File: src/rtl/mult_rr_sequencer.sv
// Round-robin front end that shares one external start/ready shift-add multiplier among NREQ
// requesters. Optional macro MULT_ZERO_BYPASS_EN answers zero-operand requests without the multiplier.
module mult_rr_sequencer #(
  parameter int unsigned NB   = 8,
  parameter int unsigned NREQ = 4,
  parameter int unsigned IDW  = 2
) (
  input  logic                 clk,
  input  logic                 rst_n,
  input  logic [NREQ-1:0]      req,
  input  logic [NREQ*NB-1:0]   req_a,
  input  logic [NREQ*NB-1:0]   req_b,
  output logic [NREQ-1:0]      gnt,
  output logic                 resp_valid,
  output logic [IDW-1:0]       resp_id,
  output logic [2*NB-1:0]      resp_product,
  input  logic                 resp_ready,
  output logic                 busy,
  output logic                 mul_start,
  output logic [NB-1:0]        mul_a,
  output logic [NB-1:0]        mul_b,
  input  logic [2*NB-1:0]      mul_product,
  input  logic                 mul_ready
);

  typedef enum logic [1:0] {StIdle, StIssue, StWait, StResp} state_e;

  state_e          state_q, state_d;
  logic [IDW-1:0]  ptr_q, ptr_d;
  logic [IDW-1:0]  id_q, id_d;
  logic [NB-1:0]   a_q, a_d, b_q, b_d;
  logic [2*NB-1:0] prod_q, prod_d;

  logic [2*NREQ-1:0] req_rot;
  logic [IDW-1:0]    off;
  logic [IDW:0]      sum;
  logic [IDW-1:0]    gnt_id;
  logic [IDW-1:0]    ptr_next;
  logic              any_req;
  logic [NB-1:0]     sel_a, sel_b;

  // Rotate so the pointer sits at bit 0; the lowest set bit is then the round-robin winner.
  always_comb begin
    req_rot = {req, req} >> ptr_q;
    any_req = 1'b0;
    off     = '0;
    for (int k = int'(NREQ) - 1; k >= 0; k--) begin
      if (req_rot[k]) begin
        any_req = 1'b1;
        off     = IDW'(k);
      end
    end
    sum = {1'b0, ptr_q} + {1'b0, off};
    if (sum >= (IDW+1)'(NREQ)) begin
      sum = sum - (IDW+1)'(NREQ);
    end
    gnt_id = sum[IDW-1:0];
  end

  always_comb begin
    sel_a = '0;
    sel_b = '0;
    for (int k = 0; k < int'(NREQ); k++) begin
      if (gnt_id == IDW'(k)) begin
        sel_a = req_a[k*NB +: NB];
        sel_b = req_b[k*NB +: NB];
      end
    end
  end

  assign ptr_next = (gnt_id == IDW'(NREQ - 1)) ? '0 : gnt_id + IDW'(1);

  always_comb begin
    state_d = state_q;
    ptr_d   = ptr_q;
    id_d    = id_q;
    a_d     = a_q;
    b_d     = b_q;
    prod_d  = prod_q;
    unique case (state_q)
      StIdle: begin
        if (any_req) begin
          a_d   = sel_a;
          b_d   = sel_b;
          id_d  = gnt_id;
          ptr_d = ptr_next;
`ifdef MULT_ZERO_BYPASS_EN
          if (sel_a == '0 || sel_b == '0) begin
            prod_d  = '0;
            state_d = StResp;
          end else begin
            state_d = StIssue;
          end
`else
          state_d = StIssue;
`endif
        end
      end
      StIssue: state_d = StWait;
      // Ready is only trusted here: the multiplier has no reset and its flag is stale in ISSUE.
      StWait: begin
        if (mul_ready) begin
          prod_d  = mul_product;
          state_d = StResp;
        end
      end
      StResp: begin
        if (resp_ready) begin
          state_d = StIdle;
        end
      end
      default: state_d = StIdle;
    endcase
  end

  always_ff @(posedge clk or negedge rst_n) begin
    if (!rst_n) begin
      state_q <= StIdle;
      ptr_q   <= '0;
      id_q    <= '0;
      a_q     <= '0;
      b_q     <= '0;
      prod_q  <= '0;
    end else begin
      state_q <= state_d;
      ptr_q   <= ptr_d;
      id_q    <= id_d;
      a_q     <= a_d;
      b_q     <= b_d;
      prod_q  <= prod_d;
    end
  end

  assign gnt          = (state_q == StIdle && any_req) ? (NREQ'(1) << gnt_id) : '0;
  assign resp_valid   = (state_q == StResp);
  assign resp_id      = id_q;
  assign resp_product = prod_q;
  assign busy         = (state_q != StIdle);
  assign mul_start    = (state_q == StIssue);
  assign mul_a        = a_q;
  assign mul_b        = b_q;

endmodule

File: config.mk
export PLATFORM = sky130hd
export DESIGN_NAME = mult_rr_sequencer
export DESIGN_NICKNAME = d
export VERILOG_FILES = /design/src/rtl/mult_rr_sequencer.sv
export SDC_FILE = /design/constraint.sdc
export NUM_CORES = 1
export LEC_CHECK = 0
export ABC_CLOCK_PERIOD_IN_PS = 3290
export BUFFER_PORTS_ARGS = -buffer_cell sky130_fd_sc_hd__clkbuf_2
export CORE_MARGIN = 4
export CORE_UTILIZATION = 44
export DETAILED_ROUTE_END_ITERATION = 10
export PLACE_DENSITY_LB_ADDON = 0.05
export SYNTH_ARGS = -nofsm -noshare
export SYNTH_HDL_FRONTEND = slang
export SYNTH_SLANG_ARGS = --single-unit
File: constraint.sdc
create_clock -name clk -period 3.29 [get_ports clk]
set_clock_uncertainty 0.05 [all_clocks]
set_input_delay 0.1645 -clock clk [delete_from_list [all_inputs] [get_ports clk]]
set_output_delay 0.1645 -clock clk [all_outputs]
set_load 0.01 [all_outputs]
==> impl_summary.log <==
[metrics] via count of the first global-routing pass: 2058
[metrics] detailed-route wire length: 6090 um
[metrics] number of clock buffers inserted by TritonCTS: 5
[metrics] endpoint type of the worst setup path: primary output
[metrics] number of antenna violations at the first check in global routing: 0
[metrics] period utilization: 89.3%
[metrics] startpoint type of the worst setup path: flip-flop
[metrics] number of levels in the clock H-tree: 2
[metrics] net count of the mapped netlist: 332
[metrics] Critical Path Start: ptr_q[0]
[metrics] sequential-to-total area share from yosys stat: 42.9%
[metrics] class of the most critical hold timing path: input port to asynchronous set/reset pin
[metrics] post-synth design cell area: 0.00222 mm2
[metrics] final count of negative-setup-slack endpoints: 0
[metrics] worst path required time: 3080 ps
[metrics] # diodes: 0
[metrics] via count of the routed design: 2163
[metrics] Least-Margin Pin Slew: 982 ps
[metrics] GRT overflow: 0
[metrics] drt wl/cell: 14.3 um
[metrics] ratio of total power to cell area: 1180 mW/mm2
[metrics] weighted congestion reported at the end of routability-driven placement: 0.822
[metrics] violations in the final reports: hold timing
[metrics] reg-to-reg setup timing slack: 400 ps
[metrics] outcome: finished with violations
[metrics] Clock Sinks: 38
[metrics] root buf cell: sky130_fd_sc_hd__clkbuf_8
[metrics] kind of critical path: flip-flop to primary output
[metrics] total global routing track utilization: 19.8%
[metrics] layout overhead on the synthesized area: 35.6%
[metrics] hold buffer count at CTS: 0
[metrics] number of remaining DRC errors: 0
[metrics] leakage power of the design: 1.53 nW
[metrics] most common cell after layout, fill and taps aside: sky130_fd_sc_hd__clkbuf_2
[metrics] pre-CTS setup slack: 19.3 ps
[metrics] number of buffers on the longest clock path: 2
[metrics] Final Hold Vio Count: 30
[metrics] number of nets at the end of the flow: 456
[metrics] Power, Total: 3.56 mW
[metrics] count of buffers from port buffering: 128
[metrics] worst hold-check slack: -28.2 ps
[metrics] final cell utilization of the core: 62.4%
[metrics] shortest clock period the worst path allows after layout: 2940 ps
[metrics] TritonCTS clock tree: yes
[metrics] Max Transition Viols Final: 0
[metrics] total negative slack: 0 ps
[metrics] standard-cell row count: 25
[metrics] wire length of the first global-routing pass: 9800 um
[metrics] largest net degree at the start of global routing: 44
[metrics] final cell count without fillers: 425
[metrics] Yosys Warn Count: 0
[metrics] number of cells on the worst reg-to-reg path: 14
[metrics] Worst Slack Setup Final: 351 ps
[metrics] Max-Slew Margin vs Limit: 34.5%
[metrics] vertical extent of the die: 79.0 um
[metrics] most frequent cells in the layout: 128 x sky130_fd_sc_hd__clkbuf_2, 40 x sky130_fd_sc_hd__nand2_1, 37 x sky130_fd_sc_hd__dfrtp_1
[metrics] share of cells above drive strength 1: 46.9%
[metrics] overall die area: 0.00624 mm2
[metrics] launch instance of the worst register-to-register path: ptr_q[0]
[metrics] Floorplan Core Area: 0.00482 mm2
[metrics] Syn Area/Cell: 9.48 um2
[metrics] maxcap violations: 0
[metrics] remaining antenna violation count after routing: 0
[metrics] DP Cell Count: 416
[metrics] Initial Utilization: 46.1%
[metrics] initial drt markers: 101
[metrics] overall die width: 79.0 um
[metrics] detailed placer's ending HPWL: 4650 um
[metrics] largest fanout on the critical path: 18
[metrics] detailed-routing iteration count for the pre-antenna-repair pass: 6
[metrics] R2R Path End: mul_b[0]
[metrics] Mapped Cells: 234
[metrics] Max IR drop VDD: 464 uV
[metrics] worst skew pair latency: 280 ps
[metrics] Reg clk slew, reported paths: 80 ps
[metrics] register bit count reported by yosys: 38
[metrics] count of boundary I/O pins: 129
[metrics] via count normalized by instance count: 5.09
[metrics] critical path data arrival time: 2720 ps
[metrics] upper clock frequency limit: 0.340 GHz
[metrics] count of cell types in the netlist: 37
-- flip-flops by register name, indices dropped and copies added (netlist names) --
| name | cells |
|---|---|
| state_q | 2 |
| resp_id | 2 |
| mul_a | 8 |
| resp_product | 16 |
| mul_b | 8 |
| ptr_q | 2 |
-- power by group --
part	internal [mW]	switching, mW
Sequential	0.706	0.136
Clock	0.142	0.164
Combinational	1.12	1.29
Total	1.97	1.59
-- worst max-delay path, stage by stage, from the launching register on --
cell and delay [ps]:
sky130_fd_sc_hd__dfrtp_2 470, sky130_fd_sc_hd__nand2b_1 170, sky130_fd_sc_hd__o221ai_1 160, sky130_fd_sc_hd__o21ai_0 100, sky130_fd_sc_hd__o221ai_1 80, sky130_fd_sc_hd__ha_1 190
sky130_fd_sc_hd__xnor2_1 140, sky130_fd_sc_hd__and4_4 260, sky130_fd_sc_hd__or2_1 140, sky130_fd_sc_hd__ha_1 230, sky130_fd_sc_hd__buf_6 200, sky130_fd_sc_hd__inv_1 50
sky130_fd_sc_hd__nor2_1 90, sky130_fd_sc_hd__clkbuf_2 150
-- how the worst max path moves through the flow --
stage / end / slack (ps) / cells past startpoint
5_1_grt: gnt[1] / -10 / 13
6_report: gnt[1] / 350 / 13
4_1_cts: mul_a[4] / 6 / 13
3_3_place_gp: mul_a[0] / 150 / 13
3_5_place_dp: mul_a[0] / 20 / 13
2_1_floorplan: mul_a[0] / 270 / 16
-- cell type report --
cell class                      instances  area [um2]
Multi-Input combinational cell        171        1160
Sequential cell                        38         952
Timing Repair Buffer                  134         702
Clock buffer                            5        68.8
Inverter                                8        30.0
Tap cell                               67        83.8
Clock inverter                          2        10.0
Fill cell                             483        1810
-- through the flow --
stage          instance area, um2  hold WS, ps
2_1_floorplan                2220         -181
3_3_place_gp                 2890          319
3_5_place_dp                 2890          328
4_1_cts                      2970         11.3
5_1_grt                      3010         45.2
6_report                     3010        -28.2
-- what timing repair did --
| action | 4_1_cts | 5_1_grt |
|---|---|---|
| gates resized for setup | 0 | 4 |
| setup buffers | 0 | 2 |
| endpoints found under the setup margin | 0 | 19 |
-- cells in the mapped netlist, drive strengths merged --
library cell  count  share of area, %
nand2            40               6.8
dfrtp            38                43
o21ai            24               5.4
nor2             22               3.7
mux2             17               8.6
a221oi           15               5.9
o31a             15               5.9
clkbuf           13               2.7
ha               10               5.6
inv               8               1.4
nor2b             5               1.5
buf               4               1.1
a311oi            2              0.79
and2b             2              0.79
nand2b            2              0.56
o221ai            2              0.79
o31ai             2              0.90
a21o              1              0.39
a21oi             1              0.23
a31oi             1              0.28
and3b             1              0.39
and4              1              0.51
mux2i             1              0.45
nand3b            1              0.34
nor3              1              0.23
nor3b             1              0.34
o22ai             1              0.28
or2               1              0.28
or4               1              0.51
xnor2             1              0.39
-- logic make-up after synthesis --
logic type	count (synthesis)	share of synthesized area [%]
AOI/OAI and AO/OA	64	20.9
muxes	18	9.08
and+or+nand+nor	78	16.0
buffers and inverters	25	5.13
xor gates and xnor gates	1	0.395
adders and majority gates	10	5.64
DFF	38	42.9
-- per-layer routing --
metal / track usage, % / routed length, um / vias to the layer above
met1: 25.1 / 2520 / 999
met2: 31.8 / 2940 / 82
met4: 5.15 / 52 / 0
li1: - / - / 1077
met5: 0 / 0 / -
met3: 7.37 / 576 / 5
Power figures use the tool's default switching activity.
